### src/rtl/kp_colscan.sv
// kp_colscan: keypad column scanner with row synchronizer and press/release debounce.
// Define KP_AUTOREPEAT_EN to add timed auto-repeat of the held key.
module kp_colscan #(
  parameter int SCAN_DIV     = 1000,
  parameter int DEBOUNCE_CNT = 50000,
  parameter int REPEAT_DLY   = 25000000,
  parameter int REPEAT_RATE  = 5000000
) (
  input  logic       clk,
  input  logic       reset,
  input  logic [3:0] kpr,
  output logic [3:0] kpc,
  output logic [3:0] kpr_sync,
  input  logic       kphit,
  input  logic [3:0] num,
  output logic       key_valid,
  output logic [3:0] key_code,
  output logic       key_held
);
  localparam logic [1:0] SCAN = 2'd0, DEBOUNCE = 2'd1, PRESSED = 2'd2, RELEASE = 2'd3;
  localparam int DW = $clog2(SCAN_DIV);
  localparam int CW = $clog2(DEBOUNCE_CNT);
  localparam logic [DW-1:0] DIV_MAX = DW'(SCAN_DIV - 1);
  localparam logic [CW-1:0] CNT_MAX = CW'(DEBOUNCE_CNT - 1);
  logic [1:0]    state;
  logic [3:0]    sync1, cap_code;
  logic [DW-1:0] div;
  logic [CW-1:0] cnt;
  logic          stable, rep_due;
  assign stable = kphit && num == cap_code;
`ifdef KP_AUTOREPEAT_EN
  localparam int RW = $clog2(REPEAT_DLY > REPEAT_RATE ? REPEAT_DLY : REPEAT_RATE);
  localparam logic [RW-1:0] DLY_MAX  = RW'(REPEAT_DLY - 1);
  localparam logic [RW-1:0] RATE_MAX = RW'(REPEAT_RATE - 1);
  logic [RW-1:0] rcnt;
  logic          rep;
  assign rep_due = rep ? rcnt == RATE_MAX : rcnt == DLY_MAX;
  // rep marks that the first (longer) delay has elapsed; later periods use the rate
  always_ff @(posedge clk or posedge reset)
    if (reset) begin
      rcnt <= '0;
      rep  <= 1'b0;
    end else if (state != PRESSED || !kphit) begin
      rcnt <= '0;
      rep  <= 1'b0;
    end else if (rep_due) begin
      rcnt <= '0;
      rep  <= 1'b1;
    end else
      rcnt <= rcnt + 1'b1;
`else
  assign rep_due = 1'b0;
`endif
  always_ff @(posedge clk or posedge reset)
    if (reset) begin
      state     <= SCAN;
      sync1     <= 4'hF;
      kpr_sync  <= 4'hF;
      kpc       <= 4'b0111;
      div       <= '0;
      cnt       <= '0;
      cap_code  <= 4'h0;
      key_valid <= 1'b0;
      key_code  <= 4'hF;
      key_held  <= 1'b0;
    end else begin
      sync1     <= kpr;
      kpr_sync  <= sync1;
      key_valid <= 1'b0;
      case (state)
        SCAN:
          if (kphit) begin
            state    <= DEBOUNCE;
            cap_code <= num;
            cnt      <= '0;
            div      <= '0;
          end else if (div == DIV_MAX) begin
            div <= '0;
            kpc <= {kpc[0], kpc[3:1]};
          end else
            div <= div + 1'b1;
        DEBOUNCE:
          if (!stable) begin
            state <= SCAN;
            div   <= '0;
          end else if (cnt == CNT_MAX) begin
            state     <= PRESSED;
            cnt       <= '0;
            key_valid <= 1'b1;
            key_code  <= cap_code;
            key_held  <= 1'b1;
          end else
            cnt <= cnt + 1'b1;
        PRESSED:
          if (!kphit) begin
            state <= RELEASE;
            cnt   <= '0;
          end else if (rep_due)
            key_valid <= 1'b1;
        default:
          if (kphit) begin
            state <= PRESSED;
            cnt   <= '0;
          end else if (cnt == CNT_MAX) begin
            state    <= SCAN;
            cnt      <= '0;
            div      <= '0;
            key_held <= 1'b0;
          end else
            cnt <= cnt + 1'b1;
      endcase
    end
endmodule

### config.mk
export PLATFORM = sky130hd
export DESIGN_NAME = kp_colscan
export DESIGN_NICKNAME = d
export VERILOG_FILES = /design/src/rtl/kp_colscan.sv
export SDC_FILE = /design/constraint.sdc
export NUM_CORES = 1
export LEC_CHECK = 0
export ABC_AREA = 1
export CAP_MARGIN = 25
export CORE_AREA = 2 2 56 110
export DETAILED_ROUTE_END_ITERATION = 10
export DIE_AREA = 0 0 58 112
export GPL_TIMING_DRIVEN = 0
export HOLD_SLACK_MARGIN = 0.03
export MAX_ROUTING_LAYER = met4
export PLACE_DENSITY_LB_ADDON = 0.1
export SYNTH_ARGS = -nofsm -noshare
export SYNTH_HDL_FRONTEND = slang
export SYNTH_SLANG_ARGS = --single-unit
### constraint.sdc
create_clock -name clk -period 3.8 [get_ports clk]
set_input_delay 0.57 -clock clk [delete_from_list [all_inputs] [get_ports clk]]
set_output_delay 0.57 -clock clk [all_outputs]
set_load 0.005 [all_outputs]
* Yosys cells after proc, flatten, opt, wreduce, memory -nomap -nowiden *
Index checks and enable logic that the tools add are counted.

cells by class
  add/sub/neg operators = 2
  mux-type cells = 27
  bitwise logic cells = 3
  reduce and logical (&&, ||, !) cells = 12
  equality and inequality tests = 12

operators with widths
  operator                                               number
  2-to-1 mux 16 bit                                      5
  2-to-1 mux 10 bit                                      5
  case mux 16 bit (3 select lines)                       1
  case mux 10 bit (3 select lines)                       1
  adder 16 x 1 -> 16 bit, second input constant          1
  == test 16 bit, second input constant                  1
  2-to-1 mux 2 bit                                       6
  AND reduction 4 bit                                    3
  adder 10 x 1 -> 10 bit, second input constant          1
  == test 10 bit, second input constant                  1
  AND reduction 3 bit                                    3
  inequality test 2 bit, second input constant           4
  2-to-1 mux 1 bit                                       7
  case mux 2 bit (3 select lines)                        1
  == test 4 bit                                          1
  nonzero test 4 bit                                     1
  inequality test 3 x 1 -> 1 bit, second input constant  1
  inequality test 3 bit, second input constant           1
  inverter 1 bit                                         3
  nonzero test 3 bit                                     1
  == test 2 x 1 -> 1 bit, second input constant          1
  == test 2 bit, second input constant                   1
  zero test 2 bit                                        1
  inequality test 2 x 1 -> 1 bit, second input constant  1
  other kinds (4)                                        4

storage, ports and cells
  bits in registers = 50
  output and inout bits = 14
  word-level logic and storage cells = 66

* Logic depth before layout (Yosys ltp) *
Gate-level depths: netlist of the first run.

  depth in word-level cells = 4
  gate-level depth with buffers = 12
  gate-level depth less buffers = 12

* Worst setup path after synthesis of the first run *
No wires, ideal clock.

  path type = input -> register
  from = in kphit
  to = reg cnt[14]
  required time = 3.686 ns
  stages on the path = 10
  slack = 2.092 ns
  arrival time = 1.594 ns
  cells stage by stage = buf_2 > nand2_1 > nor2_1 > nand3_2 > nand2_2 > nand2_2 > nor2_1 > inv_1 > nand2_1 > nor2_1

on the way
  word-level cells in the longest chain between the ends = 3
  elaborated cells between the ends (all ways) = 7

ends and longest elaborated chain
  what                                    line  source
  start: declaration                      14    input logic kphit,
  logical AND 1 bit                       30    assign stable = kphit && num == cap_code;
  inequality test 2 bit (no source line)  --
  AND reduction 3 bit (no source line)    --
  end signal: assignment                  93    cnt <= cnt + 1'b1;
  end signal: assignment                  110   cnt <= cnt + 1'b1;
  end: declaration                        28    logic [CW-1:0] cnt;

Parallel ways exist; a longest one is shown, timed or not.
A chain may end at the register's enable or synchronous reset.

* Worst setup path after layout of the first run *
  from = in num[3]
  to = reg cnt[14]

on the way
  word-level cells in the longest chain between the ends = 4

ends and longest elaborated chain
  what                                    line  source
  start: declaration                      15    input logic [3:0] num,
  == test 4 bit                           30
  logical AND 1 bit                       30
  inequality test 2 bit (no source line)  --
  AND reduction 3 bit (no source line)    --

No other way between the ends.

==> impl_results.html, run 1 <==
<table>
<tr><th>Metric</th><th>Value</th></tr>
<tr><th colspan="2">CTS</th></tr>
<tr><td>TritonCTS clock tree</td><td>done</td></tr>
<tr><td>Number of buffers added by the clock tree synthesis step</td><td>5</td></tr>
<tr><td>Buffers inserted by post-CTS timing repair</td><td>0</td></tr>
<tr><td>Root cell of the clock tree</td><td>sky130_fd_sc_hd__clkbuf_16</td></tr>
<tr><td>Hold-fix buffers at CTS</td><td>0</td></tr>
<tr><td>Clk_lat worst skew</td><td>0.30 ns</td></tr>
<tr><td>Resized cells post-CTS</td><td>0</td></tr>
<tr><td>H-tree levels</td><td>2</td></tr>
<tr><td>Clock sink count</td><td>50</td></tr>
<tr><td>Maximum buffer depth of the clock tree</td><td>2</td></tr>
<tr><td>CTS clock-pin slew for the worst setup and hold paths</td><td>0.07 ns</td></tr>
<tr><th colspan="2">Setup path</th></tr>
<tr><td>Worst-path fanout max</td><td>9</td></tr>
<tr><td>Crit path arrival time</td><td>about 2.3 ns</td></tr>
<tr><td>Type of destination of the critical path</td><td>flip-flop</td></tr>
<tr><td>Type of the worst setup path</td><td>in2reg</td></tr>
<tr><td>Type of element launching the critical path</td><td>input pin</td></tr>
<tr><td>Crit path required time</td><td>4.00 ns</td></tr>
<tr><td>R2r worst-path depth</td><td>12</td></tr>
<tr><th colspan="2">Yosys</th></tr>
<tr><td>Simple-gate share of the synthesized area</td><td>0.370</td></tr>
<tr><td>Share of the synthesized area in the top cell type</td><td>0.292</td></tr>
<tr><td>Post-synthesis cell area</td><td>3000 µm²</td></tr>
<tr><td>Share of cell area taken by muxes after synthesis</td><td>0</td></tr>
<tr><td>Count of mapped cells out of synthesis</td><td>411</td></tr>
<tr><td>Top cells by area, synth</td><td>sky130_fd_sc_hd__dfrtp_1 (29%), sky130_fd_sc_hd__nand2_1 (15%), sky130_fd_sc_hd__dfstp_2 (13%)</td></tr>
<tr><td>Most instantiated library cell after synthesis</td><td>sky130_fd_sc_hd__nand2_1</td></tr>
<tr><td>Number of synthesis warnings</td><td>0</td></tr>
<tr><td>Flip-flop and latch count after synthesis</td><td>50</td></tr>
<tr><td>Compound-cell area share of the yosys netlist</td><td>0.0735</td></tr>
<tr><td>Sequential-to-total area share from yosys stat</td><td>0.424</td></tr>
<tr><td>Area share of xor/xnor cells in the synthesized design</td><td>0.0175</td></tr>
<tr><td>Top cells by instance count after synthesis</td><td>sky130_fd_sc_hd__nand2_1 (117), sky130_fd_sc_hd__inv_1 (53), sky130_fd_sc_hd__nand3_1 (45)</td></tr>
<tr><td>Synthesized Nets</td><td>428</td></tr>
<tr><td>Proportion of register bits with asynchronous set or reset after synthesis</td><td>1.00</td></tr>
<tr><td>Area leader, netlist</td><td>sky130_fd_sc_hd__dfrtp_1</td></tr>
<tr><td>Commonest register cell after synthesis</td><td>sky130_fd_sc_hd__dfrtp_1</td></tr>
<tr><td>Largest family of logic cells by synthesized area</td><td>simple AND/OR/NAND/NOR gates</td></tr>
<tr><td>Adder-Cell Fraction of Synth Area</td><td>0.0251</td></tr>
<tr><td>EDFF count, synth</td><td>0</td></tr>
<tr><td>Post-Syn Area per Cell</td><td>7.29 µm²</td></tr>
<tr><td>Number of distinct library cells after synthesis</td><td>32</td></tr>
<tr><th colspan="2">Global route</th></tr>
<tr><td>Global-route wire length before repair</td><td>between 10 and 15 mm</td></tr>
<tr><td>Antenna violations before repair</td><td>0</td></tr>
<tr><td>Pin count of the biggest net entering global routing</td><td>27</td></tr>
<tr><td>Total global routing track utilization</td><td>0.252</td></tr>
<tr><td>Remaining global-route overflow</td><td>0</td></tr>
<tr><td>Vias in the first global route</td><td>2753</td></tr>
<tr><th colspan="2">Timing</th></tr>
<tr><td>Period Utilization, post-route</td><td>0.560</td></tr>
<tr><td>Number of pins with negative max-slew slack in the final report</td><td>0</td></tr>
<tr><td>Headroom to the max-slew limit</td><td>0.637</td></tr>
<tr><td>Transition time at the pin with the least slew margin</td><td>0.544 ns</td></tr>
<tr><td>Clock Skews</td><td>0.00563 ns</td></tr>
<tr><td>Post-layout minimum cycle time</td><td>2.13 ns</td></tr>
<tr><td>Aggregate negative setup slack</td><td>0 ns</td></tr>
<tr><td>Unrepaired setup endpoints after global routing</td><td>no</td></tr>
<tr><td>Final count of hold timing violations</td><td>0</td></tr>
<tr><td>Upper clock frequency limit</td><td>470 MHz</td></tr>
<tr><td>Final number of setup-violating endpoints</td><td>0</td></tr>
<tr><th colspan="2">Die</th></tr>
<tr><td>Floorplan core area</td><td>5660 µm²</td></tr>
<tr><td>DIE AREA</td><td>6500 µm²</td></tr>
<tr><td>Number of core rows</td><td>39</td></tr>
<tr><td>I/O Pins</td><td>25</td></tr>
<tr><td>Horizontal extent of the die</td><td>58 µm</td></tr>
<tr><td>Effective utilization at floorplan</td><td>0.529</td></tr>
<tr><td>Die outline height</td><td>112 µm</td></tr>
<tr><th colspan="2">Power and ir drop</th></tr>
<tr><td>Switching share of power</td><td>0.402</td></tr>
<tr><td>Pwr dens</td><td>513 nW/µm²</td></tr>
<tr><td>Logic pwr share</td><td>0.377</td></tr>
<tr><td>Leakage</td><td>1.64 nW</td></tr>
<tr><td>Clock network fraction of design power</td><td>0.264</td></tr>
<tr><td>Cell-internal power</td><td>1.07 mW</td></tr>
<tr><td>Worst supply voltage drop on vdd</td><td>592 µV</td></tr>
<tr><td>Power share of the sequential group</td><td>0.359</td></tr>
<tr><td>Power spent charging and discharging nets</td><td>716 µW</td></tr>
<tr><th colspan="2">Placement</th></tr>
<tr><td>DP HPWL</td><td>about 5.4 mm</td></tr>
<tr><td>Placer Congestion</td><td>roughly 0.91</td></tr>
<tr><td>Count of buffers from port buffering</td><td>23</td></tr>
<tr><th colspan="2">Min path</th></tr>
<tr><td>Min-Delay Path Class</td><td>reg2reg</td></tr>
<tr><td>Hold depth</td><td>0</td></tr>
<tr><th colspan="2">Drt</th></tr>
<tr><td>Total wire length</td><td>6.97 mm</td></tr>
<tr><td>Via density per instance</td><td>5.36</td></tr>
<tr><td>Detail Route Antenna Nets</td><td>0</td></tr>
<tr><td>Detailed Route Iter0 Violations</td><td>157</td></tr>
<tr><td>DRC Markers</td><td>0</td></tr>
<tr><td>Routed wire per std cell</td><td>13.8 µm</td></tr>
<tr><td>Total vias in the final route</td><td>2702</td></tr>
<tr><td>Detailed-router iteration count before antenna repair</td><td>4</td></tr>
<tr><th colspan="2">Cells and area</th></tr>
<tr><td>Final-layout fill cell count</td><td>about 530</td></tr>
<tr><td>Diodes inserted</td><td>0</td></tr>
<tr><td>Post-layout utilization of the core</td><td>0.614</td></tr>
<tr><td>Share of layout cells above drive strength 1</td><td>0.106</td></tr>
<tr><td>Count of nets after finishing</td><td>between 400 and 500</td></tr>
<tr><td>Layout-stage area growth over the synthesis result</td><td>16.1%</td></tr>
<tr><th colspan="2">Job</th></tr>
<tr><td>Number of maximum-capacitance violations</td><td>0</td></tr>
<tr><th colspan="2">Status</th></tr>
<tr><td>Result of the run</td><td>finished clean</td></tr>
</table>
worst max-delay path, cell delays in order:
cell	delay [ns]
sky130_fd_sc_hd__clkdlybuf4s50_1	0.49
sky130_fd_sc_hd__inv_1	0.06
sky130_fd_sc_hd__nand2_1	0.08
sky130_fd_sc_hd__nand2_1	0.06
sky130_fd_sc_hd__nor2_1	0.17
sky130_fd_sc_hd__nand3_2	0.18
sky130_fd_sc_hd__nand2_2	0.18
sky130_fd_sc_hd__nand2_2	0.16
sky130_fd_sc_hd__nor2_1	0.18
sky130_fd_sc_hd__inv_1	0.07
sky130_fd_sc_hd__nand2_1	0.07
sky130_fd_sc_hd__nor2_1	0.04
metal layers:
layer	vias up	track usage	routed length, µm	part of all wire
met4	0	0.135	263	0.038
met1	1266	0.245	2530	0.36
li1	1377	-	-	-
met2	41	0.452	4010	0.58
met5	-	-	0	0
met3	18	0.0430	164	0.024
power groups by stage:
stage	Sequential (mW)	Combinational, mW	Clock, mW
final	0.641	0.672	0.471
after global routing	0.649	0.775	0.504
after CTS	0.642	0.678	0.487
after detailed placement	0.652	0.676	0
after global placement	0.648	0.663	0
after floorplan	0.640	0.514	0
placed cells by master (no fill, tap or decap), types with 2 or more instances in the layout:
master                            count
sky130_fd_sc_hd__nand2_4              3
sky130_fd_sc_hd__nand4_1             21
sky130_fd_sc_hd__inv_1               52
sky130_fd_sc_hd__clkdlybuf4s50_1     23
sky130_fd_sc_hd__clkbuf_16            5
sky130_fd_sc_hd__ha_1                 6
sky130_fd_sc_hd__buf_2                2
sky130_fd_sc_hd__nand3_1             45
sky130_fd_sc_hd__o21ai_1              7
sky130_fd_sc_hd__nor2_4               3
sky130_fd_sc_hd__dfrtp_1             35
sky130_fd_sc_hd__xnor2_1              2
sky130_fd_sc_hd__nor3_1               4
sky130_fd_sc_hd__nor2_1              40
sky130_fd_sc_hd__nand2_1            117
sky130_fd_sc_hd__clkbuf_1             4
sky130_fd_sc_hd__o21ai_0             21
sky130_fd_sc_hd__inv_2                6
sky130_fd_sc_hd__xor2_1               4
sky130_fd_sc_hd__dfstp_2             15
sky130_fd_sc_hd__a21oi_1              8
sky130_fd_sc_hd__nand2_2              4
flip-flops by register name, summed over array words and instances (netlist names), 2 cells and up:
name,flops
cnt,16
div,10
key_code,4
cap_code,4
state,2
sync1,4
kpr_sync,4
kpc,4
cell families (layout without fill, tap and decap cells):
| kind of cell | count (synthesis) | count (layout) |
|---|---|---|
| DFF | 50 | 50 |
| AOI/OAI and AO/OA | 40 | 40 |
| and+or+nand+nor | 242 | 242 |
| adders and majority gates | 6 | 6 |
| xor gates and xnor gates | 6 | 6 |
| buffers and inverters | 67 | 99 |
path summary, 6_finish.rpt:
check,start,to,slack [ns]
worst max-delay path,num[3],cnt[14],1.67
worst min-delay path,sync1[1],kpr_sync[1],0.36
worst max register to register,cnt[1],cnt[14],1.81
worst min register to register,sync1[1],kpr_sync[1],0.36
max in group asynchronous,reset,kpc[2],2.54
min in group asynchronous,reset,cnt[1],0.63
final cells by class:
| type | count | area (µm²) | area share |
|---|---|---|---|
| Clock inverter | 2 | 16.3 | 0.00468 |
| Inverter | 59 | 221 | 0.0637 |
| Multi-Input combinational cell | 294 | 1460 | 0.419 |
| Sequential cell | 50 | 1270 | 0.365 |
| Buffer | 8 | 47.5 | 0.0137 |
| Timing Repair Buffer | 24 | 250 | 0.0720 |
| Tap cell | 61 | 76.3 | 0.0220 |
| Clock buffer | 6 | 139 | 0.0399 |
stage by stage:
step | instance area (µm²) | setup WS [ns] | hold WS (ns) | cells | power [mW]
final | 3480 | 1.67 | 0.356 | 504 | 1.78
after global routing | 3480 | 1.44 | 0.359 | 504 | 1.93
after CTS | 3480 | 1.67 | 0.358 | 504 | 1.81
after detailed placement | 3320 | 1.36 | 0.348 | 496 | 1.33
after global placement | 3300 | 1.01 | 0.346 | 495 | 1.31
after floorplan | 3000 | 2.05 | 0.345 | 411 | 1.15
Power figures use the tool's default switching activity.
==> run 2, diff against run 1 <==
- clock period: 3.8 -> 2.2 ns (I/O delays scaled with it)
==> results of run 2 <==
Same layout as run 1 (identical final DEF). Status: finished clean.
Main changes from that run: setup slack after placement 1.36 ns -> -0.00487 ns; setup slack after layout 1.67 ns -> 0.206 ns; start point of the critical path num[3] -> cnt[1]; register-to-register setup slack 1.81 ns -> 0.21 ns; total power 1.78 mW -> 3.08 mW; worst IR drop on VDD 592 µV -> 1020 µV
==> run 3, diff against run 2 <==
- PLACE_DENSITY: default -> 0.72
- PLACE_DENSITY_LB_ADDON: 0.1 -> default
- clock period: 2.2 -> 2.3 ns (I/O delays scaled with it)
==> impl_results.html, run 3 (same netlist as run 1, synthesis figures left out) <==
<table>
<tr><th>Metric</th><th>Value</th></tr>
<tr><th colspan="2">Status</th></tr>
<tr><td>Result of the run</td><td>finished clean (unchanged)</td></tr>
<tr><th colspan="2">Timing</th></tr>
<tr><td>Period Utilization, post-route</td><td>0.860 (was 0.906)</td></tr>
<tr><td>Post-layout worst setup margin</td><td>0.322 ns (was 0.206 ns)</td></tr>
<tr><td>Headroom to the max-slew limit</td><td>0.619 (was 0.637)</td></tr>
<tr><td>Final number of setup-violating endpoints</td><td>0 (unchanged)</td></tr>
<tr><td>Number of pins with negative max-slew slack in the final report</td><td>0 (unchanged)</td></tr>
<tr><td>Post-layout minimum cycle time</td><td>1.98 ns (was 1.99 ns)</td></tr>
<tr><td>Unrepaired setup endpoints after global routing</td><td>no (unchanged)</td></tr>
<tr><td>Transition time at the pin with the least slew margin</td><td>0.571 ns (was 0.544 ns)</td></tr>
<tr><td>Post-route worst hold slack</td><td>0.358 ns (was 0.356 ns)</td></tr>
<tr><td>Upper clock frequency limit</td><td>506 MHz (was 502 MHz)</td></tr>
<tr><td>Final count of hold timing violations</td><td>0 (unchanged)</td></tr>
<tr><td>Clock Skews</td><td>0.00899 ns (was 0.00563 ns)</td></tr>
<tr><th colspan="2">Setup path</th></tr>
<tr><td>Crit path required time</td><td>2.49 ns (was 2.40 ns)</td></tr>
<tr><td>Worst-path fanout max</td><td>7 (unchanged)</td></tr>
<tr><td>Crit path arrival time</td><td>2.17 ns (was 2.19 ns)</td></tr>
<tr><td>R2r worst-path depth</td><td>12 (unchanged)</td></tr>
<tr><td>Type of the worst setup path</td><td>reg2reg (unchanged)</td></tr>
<tr><td>Type of element launching the critical path</td><td>flip-flop (unchanged)</td></tr>
<tr><td>Type of destination of the critical path</td><td>flip-flop (unchanged)</td></tr>
<tr><th colspan="2">Global route</th></tr>
<tr><td>Pin count of the biggest net entering global routing</td><td>27 (unchanged)</td></tr>
<tr><td>Global-route wire length before repair</td><td>12.4 mm (was 12.2 mm)</td></tr>
<tr><td>Remaining global-route overflow</td><td>0 (unchanged)</td></tr>
<tr><td>Total global routing track utilization</td><td>0.252 (about the same)</td></tr>
<tr><td>Antenna violations before repair</td><td>0 (unchanged)</td></tr>
<tr><td>Vias in the first global route</td><td>2796 (was 2753)</td></tr>
<tr><th colspan="2">Die</th></tr>
<tr><td>DIE AREA</td><td>6500 µm² (unchanged)</td></tr>
<tr><td>I/O Pins</td><td>25 (unchanged)</td></tr>
<tr><td>Horizontal extent of the die</td><td>58 µm (unchanged)</td></tr>
<tr><td>Floorplan core area</td><td>5660 µm² (unchanged)</td></tr>
<tr><td>Number of core rows</td><td>39 (unchanged)</td></tr>
<tr><td>Effective utilization at floorplan</td><td>0.529 (unchanged)</td></tr>
<tr><td>Die outline height</td><td>112 µm (unchanged)</td></tr>
<tr><th colspan="2">Cells and area</th></tr>
<tr><td>Leading registers by flop count</td><td>cnt (16), div (10) (unchanged)</td></tr>
<tr><td>Count of nets after finishing</td><td>459 (unchanged)</td></tr>
<tr><td>Top register by number of flip-flops</td><td>cnt (unchanged)</td></tr>
<tr><td>Share of layout cells above drive strength 1</td><td>0.106 (unchanged)</td></tr>
<tr><td>FF/Latch Area</td><td>1270 µm² (unchanged)</td></tr>
<tr><td>Final-layout fill cell count</td><td>532 (was 528)</td></tr>
<tr><td>Max reg flops</td><td>16 (unchanged)</td></tr>
<tr><td>Commonest cells after routing, fill and taps aside</td><td>sky130_fd_sc_hd__nand2_1 (117), sky130_fd_sc_hd__inv_1 (52), sky130_fd_sc_hd__nand3_1 (45) (unchanged)</td></tr>
<tr><td>Area of the multi-input gates</td><td>1460 µm² (unchanged)</td></tr>
<tr><td>Diodes inserted</td><td>0 (unchanged)</td></tr>
<tr><td>Layout-stage area growth over the synthesis result</td><td>16.0% (was 16.1%)</td></tr>
<tr><td>Most frequent standard cell in the layout excluding fill and tap cells</td><td>sky130_fd_sc_hd__nand2_1 (unchanged)</td></tr>
<tr><th colspan="2">Placement</th></tr>
<tr><td>DP HPWL</td><td>5.47 mm (was 5.44 mm)</td></tr>
<tr><td>Worst slack at placement</td><td>0.0631 ns (was -0.00487 ns)</td></tr>
<tr><td>Placer Congestion</td><td>0.932 (was 0.912)</td></tr>
<tr><td>Count of buffers from port buffering</td><td>23 (unchanged)</td></tr>
<tr><th colspan="2">Job</th></tr>
<tr><td>Number of maximum-capacitance violations</td><td>0 (unchanged)</td></tr>
<tr><th colspan="2">Min path</th></tr>
<tr><td>Hold depth</td><td>0 (unchanged)</td></tr>
<tr><td>Min-Delay Path Class</td><td>reg2reg (unchanged)</td></tr>
<tr><th colspan="2">Power and ir drop</th></tr>
<tr><td>Worst supply voltage drop on vdd</td><td>1050 µV (was 1020 µV)</td></tr>
<tr><td>Leakage</td><td>1.64 nW (about the same)</td></tr>
<tr><td>Pwr dens</td><td>849 nW/µm² (was 886 nW/µm²)</td></tr>
<tr><th colspan="2">Drt</th></tr>
<tr><td>Routed wire per std cell</td><td>13.9 µm (was 13.8 µm)</td></tr>
<tr><td>Via density per instance</td><td>5.40 (was 5.36)</td></tr>
<tr><td>Met3 wire len</td><td>124 µm (was 164 µm)</td></tr>
<tr><td>Detailed Route Iter0 Violations</td><td>92 (was 157)</td></tr>
<tr><td>Total vias in the final route</td><td>2722 (was 2702)</td></tr>
<tr><td>Met2 wire len</td><td>4.13 mm (was 4.01 mm)</td></tr>
<tr><td>Total wire length</td><td>6.99 mm (was 6.97 mm)</td></tr>
<tr><td>Detailed-router iteration count before antenna repair</td><td>4 (unchanged)</td></tr>
<tr><td>Detailed-route wire length on metal 1</td><td>2.53 mm (about the same)</td></tr>
<tr><td>DRC Markers</td><td>0 (unchanged)</td></tr>
<tr><td>Highest metal layer with signal wires</td><td>met4 (unchanged)</td></tr>
<tr><td>Detail Route Antenna Nets</td><td>0 (unchanged)</td></tr>
<tr><th colspan="2">CTS</th></tr>
<tr><td>Resized cells post-CTS</td><td>0 (unchanged)</td></tr>
<tr><td>Clk_lat worst skew</td><td>0.30 ns (about the same)</td></tr>
<tr><td>Hold-fix buffers at CTS</td><td>0 (unchanged)</td></tr>
<tr><td>Number of buffers added by the clock tree synthesis step</td><td>5 (unchanged)</td></tr>
<tr><td>Buffers inserted by post-CTS timing repair</td><td>0 (unchanged)</td></tr>
<tr><td>Root cell of the clock tree</td><td>sky130_fd_sc_hd__clkbuf_16 (unchanged)</td></tr>
<tr><td>TritonCTS clock tree</td><td>done (unchanged)</td></tr>
<tr><td>CTS clock-pin slew for the worst setup and hold paths</td><td>0.07 ns (about the same)</td></tr>
<tr><td>Maximum buffer depth of the clock tree</td><td>2 (unchanged)</td></tr>
<tr><td>H-tree levels</td><td>2 (unchanged)</td></tr>
<tr><td>Clock sink count</td><td>50 (unchanged)</td></tr>
</table>
-- run 3: cell types whose count changed in the layout (fill, tap and decap cells not counted), sizes merged --
cell	delta
clkinv	+1
inv	+1
clkbuf	-1
clkinvlp	-1
-- run 3: through the flow --
step                power [mW]  utilization  TNS (ns)  cells  instance area [µm²]
global route              3.17        0.614         0    504                 3480
detailed placement        2.19        0.587         0    496                 3320
global placement          2.16        0.583     -8.34    495                 3300
floorplan                 1.91            -         0    411                 3000
CTS                       2.97        0.614         0    504                 3480
finish                    2.95        0.614         0    504                 3480
-- run 3: final cells by class --
type | count | share of cell area
well taps | 61 | 0.0220
multi-input cells | 294 | 0.419
repair buffers | 24 | 0.0720
flip-flops and latches | 50 | 0.365
clock buffers | 5 | 0.0360
clock inverters | 3 | 0.00828
inverters | 59 | 0.0637
plain buffers | 8 | 0.0137
-- run 3: path summary, 6_finish.rpt --
kind                                from     endpoint  slack [ns]
worst max-delay path              cnt[1]      cnt[14]        0.32
worst min-delay path            sync1[3]  kpr_sync[3]        0.36
worst max register to register    cnt[1]      cnt[14]        0.32
worst min register to register  sync1[3]  kpr_sync[3]        0.36
max in group asynchronous          reset       kpc[2]        1.26
min in group asynchronous          reset  cap_code[1]        0.42
-- run 3: report_power, final --
part / leakage [nW] / internal (mW) / switching [mW] / total (mW)
registers: 0.632 / 0.978 / 0.0834 / 1.06
clock network: 0.0763 / 0.417 / 0.359 / 0.776
logic: 0.930 / 0.349 / 0.766 / 1.11
-- run 3: metal layers --
metal	up-vias	track usage
li1	1393	-
met1	1282	0.247
met2	33	0.472
met3	14	0.0279
met4	0	0.109
met5	-	-
-- run 3: critical path, cell delays in order, from the launching register on --
cell and delay [ns]:
sky130_fd_sc_hd__dfrtp_1 0.40, sky130_fd_sc_hd__ha_1 0.26, sky130_fd_sc_hd__nand2_2 0.10, sky130_fd_sc_hd__nor2_4 0.19, sky130_fd_sc_hd__inv_2 0.08, sky130_fd_sc_hd__nor2_4 0.13
sky130_fd_sc_hd__nand2_4 0.09, sky130_fd_sc_hd__nand2_1 0.11, sky130_fd_sc_hd__inv_1 0.14, sky130_fd_sc_hd__nor2_1 0.19, sky130_fd_sc_hd__inv_1 0.08, sky130_fd_sc_hd__nand2_1 0.07
sky130_fd_sc_hd__nor2_1 0.04
